<file path="src/rtl/rate_pkg.sv">
// Shared speed encodings and reload-value helper for the rate divider.
package rate_pkg;

  localparam logic [1:0] SPEED_FULL    = 2'b00;
  localparam logic [1:0] SPEED_1HZ     = 2'b01;
  localparam logic [1:0] SPEED_HALF    = 2'b10;
  localparam logic [1:0] SPEED_QUARTER = 2'b11;

  // Wide enough for any practical clock; callers cast down to their counter width.
  localparam int unsigned RELOAD_W = 64;

  function automatic logic [RELOAD_W-1:0] reload_value(input logic [1:0] speed,
                                                      input int unsigned clk_hz);
    logic [RELOAD_W-1:0] hz;
    hz = RELOAD_W'(clk_hz);
    case (speed)
      SPEED_FULL: return '0;
      SPEED_1HZ:  return hz - RELOAD_W'(1);
      SPEED_HALF: return (hz << 1) - RELOAD_W'(1);
      default:    return (hz << 2) - RELOAD_W'(1);
    endcase
  endfunction

endpackage

</file>
<file path="src/rtl/rate_divider_pulse_gen_load_down_counter.sv">
// Loadable down-counter with terminal-count flag; holds at zero when not reloaded.
module load_down_counter #(
  parameter int unsigned WIDTH = 28
) (
  input  logic             Clock,
  input  logic             Clear_b,
  input  logic             Load,
  input  logic [WIDTH-1:0] LoadVal,
  input  logic             Dec,
  output logic [WIDTH-1:0] Q,
  output logic             Zero
);

  assign Zero = (Q == '0);

  always_ff @(posedge Clock or negedge Clear_b) begin
    if (!Clear_b) begin
      Q <= '0;
    end else if (Load) begin
      Q <= LoadVal;
    end else if (Dec && !Zero) begin
      Q <= Q - WIDTH'(1);
    end
  end

endmodule

</file>
<file path="src/rtl/rate_divider_pulse_gen.sv">
// Programmable rate divider: one-cycle Pulse strobe at one of four selectable rates.
module rate_divider_pulse_gen
  import rate_pkg::*;
#(
  parameter int unsigned CLK_HZ = 50_000_000,
  parameter int unsigned WIDTH  = 28
) (
  input  logic             Clock,
  input  logic             Clear_b,
  input  logic             Run,
  input  logic [1:0]       Speed,
  output logic             Pulse,
  output logic [WIDTH-1:0] RateCount
);

  localparam logic [RELOAD_W-1:0] MAX_RELOAD = reload_value(SPEED_QUARTER, CLK_HZ);

  // Slowest reload value must fit in the counter without truncation.
  if (WIDTH < RELOAD_W && (MAX_RELOAD >> WIDTH) != '0) begin : g_width_check
    $error("rate_divider_pulse_gen: WIDTH too small for 4*CLK_HZ-1");
  end

  logic [1:0]       speed_q;
  logic             change;
  logic             zero;
  logic             load;
  logic             dec;
  logic             pulse_d;
  logic [WIDTH-1:0] load_val;

  assign change = (Speed != speed_q);

  // Priority: speed change, pause, terminal count, decrement.
  always_comb begin
    load     = 1'b0;
    dec      = 1'b0;
    pulse_d  = 1'b0;
    load_val = '0;
    if (change) begin
      load     = 1'b1;
      load_val = WIDTH'(reload_value(Speed, CLK_HZ));
    end else if (!Run) begin
      load = 1'b0;
    end else if (zero) begin
      load     = 1'b1;
      load_val = WIDTH'(reload_value(speed_q, CLK_HZ));
      pulse_d  = 1'b1;
    end else begin
      dec = 1'b1;
    end
  end

  always_ff @(posedge Clock or negedge Clear_b) begin
    if (!Clear_b) begin
      speed_q <= SPEED_FULL;
      Pulse   <= 1'b0;
    end else begin
      speed_q <= Speed;
      Pulse   <= pulse_d;
    end
  end

  load_down_counter #(.WIDTH(WIDTH)) u_counter (
    .Clock   (Clock),
    .Clear_b (Clear_b),
    .Load    (load),
    .LoadVal (load_val),
    .Dec     (dec),
    .Q       (RateCount),
    .Zero    (zero)
  );

endmodule
</file>
<file path="config.mk">
export PLATFORM = sky130hd
export DESIGN_NAME = rate_divider_pulse_gen
export DESIGN_NICKNAME = d
export VERILOG_FILES = /design/src/rtl/rate_pkg.sv /design/src/rtl/rate_divider_pulse_gen_load_down_counter.sv /design/src/rtl/rate_divider_pulse_gen.sv
export SDC_FILE = /design/constraint.sdc
export NUM_CORES = 1
export LEC_CHECK = 0
export ABC_AREA = 0
export BUFFER_PORTS_ARGS = -buffer_cell sky130_fd_sc_hd__buf_2
export CORE_UTILIZATION = 40
export DETAILED_ROUTE_END_ITERATION = 8
export PLACE_DENSITY = 0.62
export SLEW_MARGIN = 10
export SYNTH_ARGS = -nofsm -noshare
export SYNTH_HDL_FRONTEND = slang
export SYNTH_HIERARCHICAL = 1
export SYNTH_SLANG_ARGS = --single-unit
export TNS_END_PERCENT = 10
</file>
<file path="constraint.sdc">
create_clock -name Clock -period 5 [get_ports Clock]
set_input_delay 0 -clock Clock [delete_from_list [all_inputs] [get_ports Clock]]
set_output_delay 0 -clock Clock [all_outputs]
set_load 0.02 [all_outputs]
</file>
# [Word level (Yosys, flattened, before mapping)]
# Index checks and enable logic that the tools add are counted.
[totals] ff_bits=31 inputBits=5 output_inout_bits=29 word_cells=29
[op_classes] addsub=1 eq_ne=5 n_mux=14 reduce_logical=6
[op_table] operator="28-bit one-hot mux with 3 select lines" count=2
[op_table] operator="28-bit 2-to-1 mux" count=5
[op_table] operator="28-bit logical NOT" count=1
[op_table] operator="28-bit by 1-bit subtractor with 28-bit output, second input constant" count=1
[op_table] operator="1-bit 2-to-1 mux" count=7
[op_table] operator="2-bit by 1-bit equality test with 1-bit output, second input constant" count=2
[op_table] operator="2-bit equality test, second input constant" count=2
[op_table] operator="2-bit logical NOT" count=2
[op_table] operator="2-bit inequality test" count=1
[op_table] operator="2-bit nonzero test" count=1
[op_table] operator="1-bit logical AND" count=1
[op_table] operator="1-bit logical NOT" count=1

# [Logic depth before layout (Yosys ltp)]
# Gate-level depths: netlist of run 1.
[depth] word_depth=7 mapped_depth=15

# [Hierarchy]
# The synthesis of run 1 kept the hierarchy.
[by_module_without_submodules] module="load_down_counter" n_inst=1 cells_per_inst=216 area_each_um2=1838.0 seq_area_each_um2=700.7
[by_module_without_submodules] module="rate_divider_pulse_gen" n_inst=1 cells_per_inst=45 area_each_um2=395.4 seq_area_each_um2=75.1

# [Worst setup path after synthesis of run 1]
# Ideal clock, no wire load.
[synth_path] path_kind="register -> register" startpoint="reg u_counter.Q[0]" endpoint="reg u_counter.Q[0]" t_arrival_ns=3.645 slack_ns=1.272 stages_incl_launch_ff=13 n_path_buf=2 synth_period_minus_slack_ns=3.728 cell_sequence="dfrtp_1 -> inv_1 -> ha_1 -> or3b_2 -> nor4_2 -> nand4_1 -> inv_2 -> buf_2 -> buf_2 -> nand2_1 -> o41ai_1 -> nor2_1 -> a31oi_1"
[synth_lines] element="from (decl)" line_no="rate_divider_pulse_gen_load_down_counter.sv:10" rtl="output logic [WIDTH-1:0] Q,"
[synth_lines] element="from (signal assigned)" line_no="rate_divider_pulse_gen_load_down_counter.sv:20" rtl="Q <= LoadVal;"
[synth_lines] element="from (signal assigned)" line_no="rate_divider_pulse_gen_load_down_counter.sv:22" rtl="Q <= Q - WIDTH'(1);"
[synth_lines] element="28-bit logical NOT" line_no="rate_divider_pulse_gen_load_down_counter.sv:14" rtl="assign Zero = (Q == '0);"
[synth_lines] element="named net zero" line_no="rate_divider_pulse_gen.sv:25" rtl="logic zero;"
[synth_lines] element="28-bit 2-to-1 mux" line_no="rate_divider_pulse_gen.sv:44" rtl="end else if (zero) begin"
[synth_lines] element="28-bit 2-to-1 mux" line_no="rate_divider_pulse_gen.sv:42" rtl="end else if (!Run) begin"
[synth_lines] element="28-bit 2-to-1 mux" line_no="rate_divider_pulse_gen.sv:39" rtl="if (change) begin"
[synth_lines] element="named net load_val[0]" line_no="rate_divider_pulse_gen.sv:29" rtl="logic [WIDTH-1:0] load_val;"
[synth_lines] element="28-bit 2-to-1 mux" line_no="rate_divider_pulse_gen_load_down_counter.sv:19" rtl="end else if (Load) begin"
# The timed path passes the listed nets, and every way through them passes these cells. The select of a mux whose other input is x is not followed.
# A chain may end at the register's enable or synchronous reset.

# [Worst setup path in the final report of run 1]
[layout_path] startpoint="reg u_counter.Q[0]" endpoint="reg u_counter.Q[25]"
[layout_between] elab_chain_len=6
[layout_rtl] element="28-bit logical NOT" line_no="rate_divider_pulse_gen_load_down_counter.sv:14"
[layout_rtl] element="named net zero" line_no="rate_divider_pulse_gen.sv:25"
[layout_rtl] element="1-bit 2-to-1 mux" line_no="rate_divider_pulse_gen.sv:44"
[layout_rtl] element="1-bit 2-to-1 mux" line_no="rate_divider_pulse_gen.sv:42"
[layout_rtl] element="1-bit 2-to-1 mux" line_no="rate_divider_pulse_gen.sv:39"
[layout_rtl] element="named net dec" line_no="rate_divider_pulse_gen.sv:27" rtl="logic dec;"
[layout_rtl] element="1-bit logical AND" line_no="rate_divider_pulse_gen_load_down_counter.sv:21" rtl="end else if (Dec && !Zero) begin"
[layout_rtl] element="2-bit nonzero test (no source line)"
# The timed path passes the listed nets, and every way through them passes these cells. The select of a mux whose other input is x is not followed.

==> results of run 1 <==
## cell families after synthesis
logic type	count (synthesis)	share of synthesized area [%]
buf+inv	24	5.04
other cells	1	0.168
compound gates	64	19.1
flops	31	34.7
mux	2	0.896
fa+ha+maj	10	5.60
simple gates	125	32.2
xor+xnor	4	2.24
## metal layers
| metal | global-route usage [%] | vias up |
|---|---|---|
| met5 | 0 | - |
| met3 | 4.76 | 6 |
| met4 | 6.15 | 0 |
| met2 | 32.8 | 68 |
| met1 | 29.8 | 1058 |
| li1 | - | 1073 |
## registers in the layout (all words and copies together) (netlist names)
name	cells
Pulse	1
speed_q	2
u_counter/Q	28
## cell usage after synthesis, types with 2 or more instances
cell      instances  share of area (%)
dfrtp_1          31                 35
nor2_1           23                3.9
nand2_1          20                3.4
or3_1            19                5.3
nand3_1          15                3.4
o21ai_0          15                3.4
a31oi_1          14                3.9
or4_1            13                4.4
o31ai_1          11                3.7
ha_1             10                5.6
inv_1             9                1.5
nor3_1            9                2.0
clkbuf_1          8                1.3
o211ai_1          7                2.4
nand4_1           6                1.7
a21oi_1           4               0.90
buf_2             3               0.67
nor4_1            3               0.84
nor4b_1           3                1.2
o41ai_1           3                1.2
or2_2             3               0.84
buf_6             2                1.0
mux2i_1           2               0.90
nor4_2            2                1.1
o21bai_1          2               0.67
o22a_1            2               0.78
xnor2_1           2               0.78
xor2_2            2                1.5
## power by group
| part | internal [W] | total (W) | switching, W |
|---|---|---|---|
| combinational | 0.0000856 | 0.000243 | 0.000157 |
| sequential | 0.000289 | 0.000345 | 0.0000562 |
| clock | 0.0000976 | 0.000193 | 0.0000957 |
| total | 0.000472 | 0.000781 | 0.000309 |
## final cells by class
type | instances | area, um2
Fill cell | 516 | 2670
Inverter | 10 | 37.5
Multi-Input combinational cell | 208 | 1360
Sequential cell | 31 | 776
Clock buffer | 7 | 76.3
Tap cell | 70 | 87.6
Timing Repair Buffer | 40 | 225
Clock inverter | 1 | 5.00
## worst min-delay path by stage
| stage | slack (ns) | to | cells after the start | start |
|---|---|---|---|---|
| finish | 0.13 | Pulse | 3 | Run |
| global route | 0.13 | Pulse | 3 | Run |
| CTS | 0.11 | Pulse | 3 | Run |
| detailed placement | 0.11 | u_counter/Q[21] | 1 | Clear_b |
| global placement | 0.09 | u_counter/Q[21] | 1 | Clear_b |
| floorplan | -0.30 | Pulse | 0 | Clear_b |
## per-stage QoR
step           setup WS (ns)  util, %
2_1_floorplan           1.27        -
3_3_place_gp            1.16     46.9
3_5_place_dp            1.01     46.9
5_1_grt                0.550     49.0
6_report               0.939     49.0
4_1_cts                0.994     49.0
## worst reg2reg max path: stages, from the launching register on
cell,delay (ns)
dfrtp_1,0.40
inv_1,0.10
ha_1,0.21
or3b_2,0.21
nor4_2,0.06
nand4_1,0.22
inv_2,0.24
nor4b_1,0.35
buf_4,0.22
nor4b_1,0.25
buf_4,0.20
nand4_1,0.40
or3_1,0.55
or4_1,0.40
a31oi_1,0.16
==> metrics.csv, run 1 <==
stage,metric,value,unit
power_and_ir_drop,Lkg Pwr,1.00,nW
finish,fin cells,367,
setup_path,CP Cell Sequence,inv_1 -> ha_1 -> or3b_2 -> nor4_2 -> nand4_1 -> inv_2 -> nor4b_1 -> buf_4 -> nor4b_1 -> buf_4 -> nand4_1 -> or3_1 -> or4_1 -> a31oi_1,
clock_tree,CTS tree,yes,
flow_run,max cap viols,0,
route,drt drc,0,
route,routed wl met3,358,um
power_and_ir_drop,Cell Pwr Density,304,nW/um2
sta,endpoints failing setup,0,
setup_path,Crit Path Category,register to register,
setup_path,slowest CP cell,or3_1,
logic_synthesis,Post-Synthesis Cell Area,2230,um2
finish,area grow syn2layout,15.0,%
power_and_ir_drop,Max IR drop VDD,142,uV
global_routing,initial antenna violation count,0,
setup_path,FF-to-FF path depth,14,
sta,Tightest Pin Transition,1.15,ns
finish,most frequent cells in the layout,"33 x buf_2, 31 x dfrtp_1, 23 x nor2_1, 20 x nand2_1, 19 x or3_1",
logic_synthesis,Mapped Cells,261,
sta,Hold WS,0.129,ns
clock_tree,post_cts resized,0,
global_routing,pin count of the biggest net entering global routing,43,
setup_path,Critical R2R Capture,u_counter/Q[25],
sta,Worst Skew,0.00313,ns
clock_tree,H-tree depth,2,
setup_path,Worst Path Arrival,4.27,ns
sta,setup TNS,0,ns
sta,fmax,0.246,GHz
setup_path,Crit. path cell count,14,
finish,layout net count,311,
route,routed via count,2205,
sta,Slew Limit Fails,0,
run_status,status,completed,
setup_path,"slowest stage delay, CP",0.55,ns
setup_path,Worst Setup EP,u_counter/Q[25],
placed_design,Detailed Place HPWL,4.08,mm
setup_path,R2R Path Start,u_counter/Q[0],
setup_path,Worst setup EP type,register,
setup_path,Critical Path Fanout Max,28,
finish,"most common cell after layout, fill and taps aside",buf_2,
clock_tree,Sinks on Clock Net,31,
floorplanning,die area,5890,um2
setup_path,worst path bufs/invs,4,
power_and_ir_drop,total power,0.000781,W
finish,Final Instance Area,2570,um2
route,WL final,5.87,mm
global_routing,gr usage total,21.3,%
setup_path,CP top delay family,simple AND/OR/NAND/NOR gates,
logic_synthesis,Yosys warning count,6,
setup_path,Critical path origin,u_counter/Q[0],
route,per-cell routed wire length,16.0,um
global_routing,total grt overflow,0,
route,DR top layer,met4,
floorplanning,Rows,26,
global_routing,first-pass GRT wire length,9.98,mm
floorplanning,die height,76.7,um
route,DR pass1 iterations,4,
min_path,Hold Path Class,primary input to register,
placed_design,dpl cell area,2460,um2
clock_tree,postcts setup bufs,0,
logic_synthesis,Post-synth EDFFs,0,
setup_path,Critical Path Start Type,register,
route,DRT met1 WL,2.84,mm
floorplanning,# IOs,34,
route,DR vias/cell,6.01,
floorplanning,die width,76.7,um
setup_path,required time worst endpoint,5.20,ns
global_routing,vias in the first global route,1995,
logic_synthesis,"Top FF cell, synth",dfrtp_1,
clock_tree,worst skew pair latency,0.28,ns
sta,final hold vios,0,
finish,layout cell share with drive strength beyond 1,19.2,%
logic_synthesis,library cells used by synthesis,46,
logic_synthesis,post-synthesis sequential area ratio,34.7,%
route,metal2 WL,2.62,mm
setup_path,flop-to-flop setup slack,0.94,ns
logic_synthesis,Syn Area/Cell,8.56,um2
clock_tree,Clock Path Buffers,2,
placed_design,Cell Count Post-Placement,356,
clock_tree,clk slew on worst S/H paths,0.07,ns
finish,ANT cells,0,
clock_tree,"Hold-fix buffers, CTS",3,
sta,final period utilization,81.2,%
logic_synthesis,Yosys reg bits,31,
placed_design,Port Buffers,33,
floorplanning,starting density of the core,42.6,%
sta,RSZ-0062 raised after global routing,false,
sta,Tmin final,4.06,ns
logic_synthesis,Async SR Flop Fraction,100,%
clock_tree,number of buffers created by CTS,5,
route,violation count after the first detailed-route iteration,135,
sta,Slew HR,23.0,%
placed_design,RD Place Congestion,0.837,
route,Final ANT Viol Nets,0,
floorplanning,CORE AREA,5240,um2
clock_tree,Clock Tree Root,clkbuf_8,
No activity file was read; power rests on OpenSTA's default activity.
==> run 2, diff against run 1 <==
==> constraint.sdc (replaced) <==
create_clock -name Clock -period 3.85 [get_ports Clock]
set_input_delay 0 -clock Clock [delete_from_list [all_inputs] [get_ports Clock]]
set_output_delay 0 -clock Clock [all_outputs]
set_load 0.02 [all_outputs]
==> run 2 against run 1 <==
  * Worst setup slack worse by 0.61 ns
  * Non-clock buffer count increased by 4
  * Global-route usage up 0.20 points
  * Power increased by 35%
  * Clock power rose by 48%
  * Critical path depth decreased by 1
  * Sequential cell count is the same
  * Fmax increased by 15%
  * Die area is the same
==> metrics.csv, run 2 (synthesis gave the netlist of run 1 again) <==
stage,metric,value,unit,change
finish,largest reg by FF count,u_counter/Q,,
finish,layout cell share with drive strength beyond 1,20.9,%,+1.7 points
finish,Final Instance Area,2620,um2,+2.1%
route,DR vias/cell,5.92,,-1.5%
floorplanning,# IOs,34,,unchanged
clock_tree,Clock Path Buffers,2,,unchanged
clock_tree,Sinks on Clock Net,31,,unchanged
finish,Fillers,528,,+2.3%
global_routing,vias in the first global route,1980,,-0.75%
clock_tree,worst skew pair latency,0.28,ns,about the same
power_and_ir_drop,Max IR drop VDD,166,uV,+17%
setup_path,Crit Path Category,register to register,,
run_status,status,completed,,
power_and_ir_drop,Lkg Pwr,1.03,nW,+3.1%
clock_tree,H-tree depth,2,,unchanged
sta,Tightest Pin Transition,0.702,ns,-0.452 ns
sta,Tmin final,3.52,ns,-0.540 ns
sta,Slew Limit Fails,0,,unchanged
min_path,Worst Hold Endpoint,Pulse,,
sta,Worst Skew,0.00618,ns,+0.00305 ns
finish,layout net count,315,,+1.3%
route,Final ANT Viol Nets,0,,unchanged
flow_run,max cap viols,0,,unchanged
placed_design,dpl cell area,2490,um2,+1.2%
floorplanning,die area,5890,um2,unchanged
clock_tree,CTS tree,yes,,
sta,final period utilization,91.4,%,+10 points
floorplanning,Rows,26,,unchanged
min_path,min-delay src,Run,,
route,DR pass1 iterations,4,,unchanged
finish,area grow syn2layout,17.4,%,
global_routing,total grt overflow,0,,unchanged
setup_path,Worst setup EP type,register,,
sta,fmax,0.284,GHz,+15%
setup_path,Worst Path Arrival,3.75,ns,-0.52 ns
setup_path,flop-to-flop setup slack,0.33,ns,-0.61 ns
route,drt drc,0,,unchanged
route,per-cell routed wire length,16.1,um,+0.69%
floorplanning,starting density of the core,42.6,%,unchanged
sta,final hold vios,0,,unchanged
floorplanning,die height,76.7,um,unchanged
placed_design,RD Place Congestion,0.942,,+13%
setup_path,required time worst endpoint,4.07,ns,-1.13 ns
clock_tree,number of buffers created by CTS,5,,unchanged
sta,endpoints failing setup,0,,unchanged
setup_path,R2R Path Start,u_counter/Q[0],,
global_routing,initial antenna violation count,0,,unchanged
global_routing,first-pass GRT wire length,10.0,mm,+0.55%
setup_path,Critical Path Fanout Max,31,,+11%
min_path,hold path cells,3,,unchanged
sta,RSZ-0062 raised after global routing,false,,
finish,ANT cells,0,,unchanged
route,WL final,5.98,mm,+1.8%
route,routed via count,2196,,-0.41%
global_routing,gr usage total,21.5,%,+0.20 points
min_path,Hold Path Class,primary input to register,,
finish,most frequent cells in the layout,"33 x buf_2, 31 x dfrtp_1, 23 x nor2_1, 20 x nand2_1, 19 x or3_1",,
placed_design,Detailed Place HPWL,4.23,mm,+3.8%
finish,top flop regs,"u_counter/Q x28, speed_q x2, Pulse x1",,
clock_tree,Clock Tree Root,clkbuf_8,,
power_and_ir_drop,Cell Pwr Density,401,nW/um2,+32%
floorplanning,CORE AREA,5240,um2,unchanged
floorplanning,die width,76.7,um,unchanged
finish,"most common cell after layout, fill and taps aside",buf_2,,
sta,Slew HR,53.2,%,+30 points
clock_tree,postcts setup bufs,0,,unchanged
setup_path,Critical R2R Capture,u_counter/Q[11],,
setup_path,Critical Path Start Type,register,,
route,violation count after the first detailed-route iteration,168,,+24%
placed_design,Port Buffers,33,,unchanged
clock_tree,clk slew on worst S/H paths,0.07,ns,about the same
finish,Largest register FFs,28,,unchanged
setup_path,FF-to-FF path depth,13,,-1
global_routing,pin count of the biggest net entering global routing,32,,-26%
sta,setup TNS,0,ns,unchanged
## run 2: cell count changes in the layout (fill, tap and decap cells not counted)
cell,delta
buf_4,+4
clkbuf_1,-1
clkbuf_8,+2
clkinv_2,-1
nor4b_1,-1
nor4b_2,+1
## run 2: worst max-delay path by stage
stage	from	to	cells past startpoint
floorplan	u_counter/Q[0]	u_counter/Q[0]	12
global placement	u_counter/Q[0]	u_counter/Q[11]	13
detailed placement	u_counter/Q[0]	u_counter/Q[25]	12
CTS	u_counter/Q[0]	u_counter/Q[25]	12
global route	u_counter/Q[0]	u_counter/Q[11]	13
finish	u_counter/Q[0]	u_counter/Q[11]	13
## run 2: layout make-up
class                           instances  area [um2]  share of cell area (%)
Tap cell                               70        87.6                    3.34
Sequential cell                        31         776                    29.6
Clock buffer                            8         100                    3.82
Inverter                               10        37.5                    1.43
Multi-Input combinational cell        208        1370                    52.1
Timing Repair Buffer                   44         255                    9.73
## run 2: report_power, final
| part | total, W | switching [W] | leakage (nW) | internal [W] |
|---|---|---|---|---|
| logic | 0.000320 | 0.000208 | 0.611 | 0.000112 |
| clock network | 0.000285 | 0.000122 | 0.0515 | 0.000163 |
| registers | 0.000447 | 0.0000718 | 0.369 | 0.000375 |
## run 2: routing by layer
metal	wire (um)	part of all wire, %	global-route usage (%)	vias up
met5	0	0	0	-
met1	2820	47	30.6	1041
met3	376	6.3	5.24	6
met2	2740	46	32.9	80
li1	-	-	-	1069
met4	44	0.74	4.62	0
## run 2: repair_timing
| item | CTS | global route |
|---|---|---|
| endpoints found under the setup margin | 0 | 5 |
| hold endpoints to repair | 33 | 0 |
| resized for setup | 0 | 1 |
| hold buffers | 3 | 0 |
## run 2: metrics by stage
step | setup WS [ns] | hold WS (ns) | cells | power [W] | utilization [%]
after floorplan | 0.122 | -0.296 | 263 | 0.000652 | -
after global placement | 0.491 | 0.0904 | 360 | 0.000768 | 47.5
after detailed placement | 0.388 | 0.0978 | 360 | 0.000768 | 47.5
after CTS | 0.346 | 0.121 | 371 | 0.00106 | 50.0
after global routing | 0.0835 | 0.147 | 371 | 0.00112 | 50.1
final | 0.330 | 0.126 | 371 | 0.00105 | 50.1
## run 2: critical path, stage by stage (launching register included)
cell	delay, ns
dfrtp_1	0.42
inv_1	0.11
ha_1	0.18
or3b_2	0.46
nor4_2	0.41
nand4_1	0.36
inv_2	0.16
buf_4	0.28
nand2_1	0.17
nand2_1	0.13
inv_1	0.17
buf_4	0.29
o21ai_0	0.15
o22a_1	0.16
==> run 3, diff against run 2 <==
--- a/config.mk
+++ b/config.mk
@@ -6,13 +6,12 @@
 export NUM_CORES = 1
 export LEC_CHECK = 0
 export ABC_AREA = 0
-export BUFFER_PORTS_ARGS = -buffer_cell sky130_fd_sc_hd__buf_2
+export BUFFER_PORTS_ARGS = -buffer_cell sky130_fd_sc_hd__buf_4
 export CORE_UTILIZATION = 40
 export DETAILED_ROUTE_END_ITERATION = 8
 export PLACE_DENSITY = 0.62
 export SLEW_MARGIN = 10
 export SYNTH_ARGS = -nofsm -noshare
 export SYNTH_HDL_FRONTEND = slang
-export SYNTH_HIERARCHICAL = 1
 export SYNTH_SLANG_ARGS = --single-unit
 export TNS_END_PERCENT = 10
==> run 3 against run 2 <==
  * Largest cell class unchanged
  * Clock-buffer cell count shrank 1
  * Die area shrank 6.7%
  * Sequential cell count is the same
  * Register-to-register slack gained 0.83 ns
  * Sequential share of layout area grew 1.2 points
  * Via count shrank 3.7%
  * Power shrank 7.3%
  * Largest power group unchanged
  * Utilization grew 1.9 points
==> metrics.csv, run 3 <==
stage,metric,value,unit,change
run_status,status,completed,,
finish,fin cells,341,,-8.1%
power_and_ir_drop,Lkg Pwr,1.06,nW,+3.1%
sta,Slew HR,41.2,%,-12 points
finish,layout cell share with drive strength beyond 1,18.2,%,-2.7 points
sta,final period utilization,69.9,%,-22 points
placed_design,RD Place Congestion,0.903,,-4.2%
clock_tree,number of buffers created by CTS,5,,unchanged
power_and_ir_drop,total power,0.000976,W,-7.3%
route,drt drc,0,,unchanged
floorplanning,die height,74.1,um,-3.4%
setup_path,slowest CP cell,or3b_2,,
finish,"most common cell after layout, fill and taps aside",buf_4,,
floorplanning,# IOs,34,,unchanged
route,routed via count,2114,,-3.7%
clock_tree,clk slew on worst S/H paths,0.06,ns,about the same
sta,Tightest Pin Transition,0.875,ns,+0.173 ns
setup_path,required time worst endpoint,4.03,ns,-0.04 ns
logic_synthesis,Yosys top cell by area,dfrtp_1,,
sta,Tmin final,2.69,ns,-0.828 ns
setup_path,Worst Path Arrival,2.87,ns,-0.88 ns
setup_path,Critical Path Start Type,register,,
logic_synthesis,syn nets,250,,
clock_tree,"Hold-fix buffers, CTS",3,,unchanged
logic_synthesis,Yosys warning count,0,,-6
logic_synthesis,post-synthesis sequential area ratio,37.3,%,+2.6 points
finish,area grow syn2layout,21.2,%,
clock_tree,H-tree depth,2,,unchanged
logic_synthesis,most frequent cell after synthesis,dfrtp_1,,
clock_tree,Sinks on Clock Net,31,,unchanged
global_routing,initial antenna violation count,0,,unchanged
sta,RSZ-0062 raised after global routing,false,,
finish,layout net count,288,,-8.6%
logic_synthesis,Yosys top cell area share,37.3,%,+2.6 points
floorplanning,starting density of the core,42.9,%,+0.25 points
finish,Largest register FFs,28,,unchanged
route,violation count after the first detailed-route iteration,194,,+15%
finish,top flop regs,"u_counter.Q x28, speed_q x2, Pulse x1",,
global_routing,gr usage total,24.1,%,+2.6 points
route,WL final,6.01,mm,+0.60%
logic_synthesis,Area contributors post-synth,"dfrtp_1 37%, ha_1 6.0%, nor2_1 3.1%",,
logic_synthesis,Post-Synthesis Cell Area,2080,um2,-6.9%
route,per-cell routed wire length,17.6,um,+9.5%
setup_path,worst path bufs/invs,1,,-4
logic_synthesis,Yosys reg bits,31,,unchanged
clock_tree,Clock Path Buffers,2,,unchanged
power_and_ir_drop,Cell Pwr Density,387,nW/um2,-3.5%
setup_path,"slowest stage delay, CP",0.48,ns,+0.02 ns
logic_synthesis,library cells used by synthesis,49,,+6.5%
floorplanning,CORE AREA,4850,um2,-7.4%
sta,Hold WS,0.160,ns,+0.0337 ns
placed_design,Cell Count Post-Placement,330,,-8.3%
power_and_ir_drop,Max IR drop VDD,167,uV,+0.26%
finish,largest reg by FF count,u_counter.Q,,
route,Final ANT Viol Nets,0,,unchanged
clock_tree,CTS tree,yes,,
clock_tree,postcts setup bufs,0,,unchanged
min_path,Hold Path Class,primary input to register,,
setup_path,Crit Path Category,register to register,,
setup_path,Critical Path Fanout Max,6,,-81%
finish,Fillers,467,,-12%
setup_path,Worst setup EP type,register,,
logic_synthesis,Mapped Cells,235,,-10%
finish,ANT cells,0,,unchanged
floorplanning,die area,5490,um2,-6.7%
finish,most frequent cells in the layout,"38 x buf_4, 31 x dfrtp_1, 17 x nor2_1, 16 x nand2_1",,
placed_design,Detailed Place HPWL,4.41,mm,+4.1%
global_routing,pin count of the biggest net entering global routing,32,,unchanged
floorplanning,Rows,25,,-3.8%
sta,fmax,0.371,GHz,+31%
clock_tree,worst skew pair latency,0.29,ns,about the same
clock_tree,post_cts resized,0,,unchanged
global_routing,total grt overflow,0,,unchanged
placed_design,Port Buffers,33,,unchanged
logic_synthesis,Syn Area/Cell,8.85,um2,+3.4%
setup_path,CP top delay family,simple AND/OR/NAND/NOR gates,,
route,DR pass1 iterations,4,,unchanged
sta,Worst Skew,0.00336,ns,-0.00282 ns
clock_tree,Clock Tree Root,clkbuf_8,,
sta,final hold vios,0,,unchanged
floorplanning,die width,74.1,um,-3.4%
logic_synthesis,"Top FF cell, synth",dfrtp_1,,
sta,endpoints failing setup,0,,unchanged
flow_run,max cap viols,0,,unchanged
route,DR vias/cell,6.20,,+4.7%
global_routing,vias in the first global route,1866,,-5.8%
sta,setup TNS,0,ns,unchanged
setup_path,CP Cell Sequence,inv_1 -> ha_1 -> or3b_2 -> or4_4 -> or4_1 -> and3_1 -> a211o_1,,
logic_synthesis,Commonest cells post-synth,"31 x dfrtp_1, 17 x nor2_1, 16 x nand2_1",,
logic_synthesis,Post-synth EDFFs,0,,unchanged
global_routing,first-pass GRT wire length,9.86,mm,-1.7%
sta,Slew Limit Fails,0,,unchanged
logic_synthesis,Async SR Flop Fraction,100,%,unchanged
run 3: cell count changes in the layout (fill, tap and decap cells not counted), sizes merged, moves of 5 or more:
cell,previous run,this run
or3,20,4
a31oi,14,2
o31ai,11,2
a211o,0,6
nor2,23,17
nand3,15,10
run 3: layout make-up:
| cell class | instances | area, um2 | area share, % |
|---|---|---|---|
| multi-input combinational | 182 | 1220 | 48.4 |
| sequential | 31 | 776 | 30.8 |
| timing repair buffer | 41 | 315 | 12.5 |
| tap | 67 | 83.8 | 3.33 |
| clock buffer | 7 | 76.3 | 3.03 |
| inverter | 12 | 45.0 | 1.79 |
| clock inverter | 1 | 5.00 | 0.199 |
run 3: path summary, 6_finish.rpt:
check / startpoint / to / slack, ns / cells after the start
worst min register to register: u_counter.Q[22] / u_counter.Q[22] / 0.54 / 1
worst max-delay path: u_counter.Q[0] / u_counter.Q[20] / 1.16 / 7
worst min-delay path: Run / u_counter.Q[7] / 0.16 / 3
worst max register to register: u_counter.Q[0] / u_counter.Q[20] / 1.16 / 7
max in group asynchronous: Clear_b / u_counter.Q[13] / 3.38 / 2
min in group asynchronous: Clear_b / u_counter.Q[25] / 0.18 / 2
run 3: metal layers:
metal / share of wire [%] / track usage [%]
met1: 47 / 36.3
met4: 3.0 / 9.19
met2: 44 / 34.2
met5: 0 / 0
met3: 5.9 / 3.93
run 3: power breakdown:
| part | total [W] | internal [W] | switching (W) |
|---|---|---|---|
| Sequential | 0.000425 | 0.000366 | 0.0000588 |
| Combinational | 0.000301 | 0.000122 | 0.000179 |
| Clock | 0.000249 | 0.000127 | 0.000123 |
| Total | 0.000976 | 0.000615 | 0.000361 |
run 3: cell families after synthesis:
kind of cell / Yosys count / share of synthesized area, %
muxes: 1 / 0.481
and+or+nand+nor: 98 / 26.2
adders and majority gates: 10 / 6.02
DFF: 31 / 37.3
buffers and inverters: 22 / 4.09
AOI/OAI and AO/OA: 66 / 23.0
xor gates and xnor gates: 7 / 2.95
run 3: tightest hold or removal path, stage by stage:
cell and delay, ns:
buf_4 0.16, o21ai_0 0.08, a311o_1 0.17
run 3: through the flow:
stage	utilization, %	worst slack [ns]	cell area (um2)
floorplan	-	1.19	2080
global placement	49.7	1.18	2410
detailed placement	49.7	1.18	2410
CTS	52.0	1.16	2520
global route	52.0	0.972	2520
finish	52.0	1.16	2520
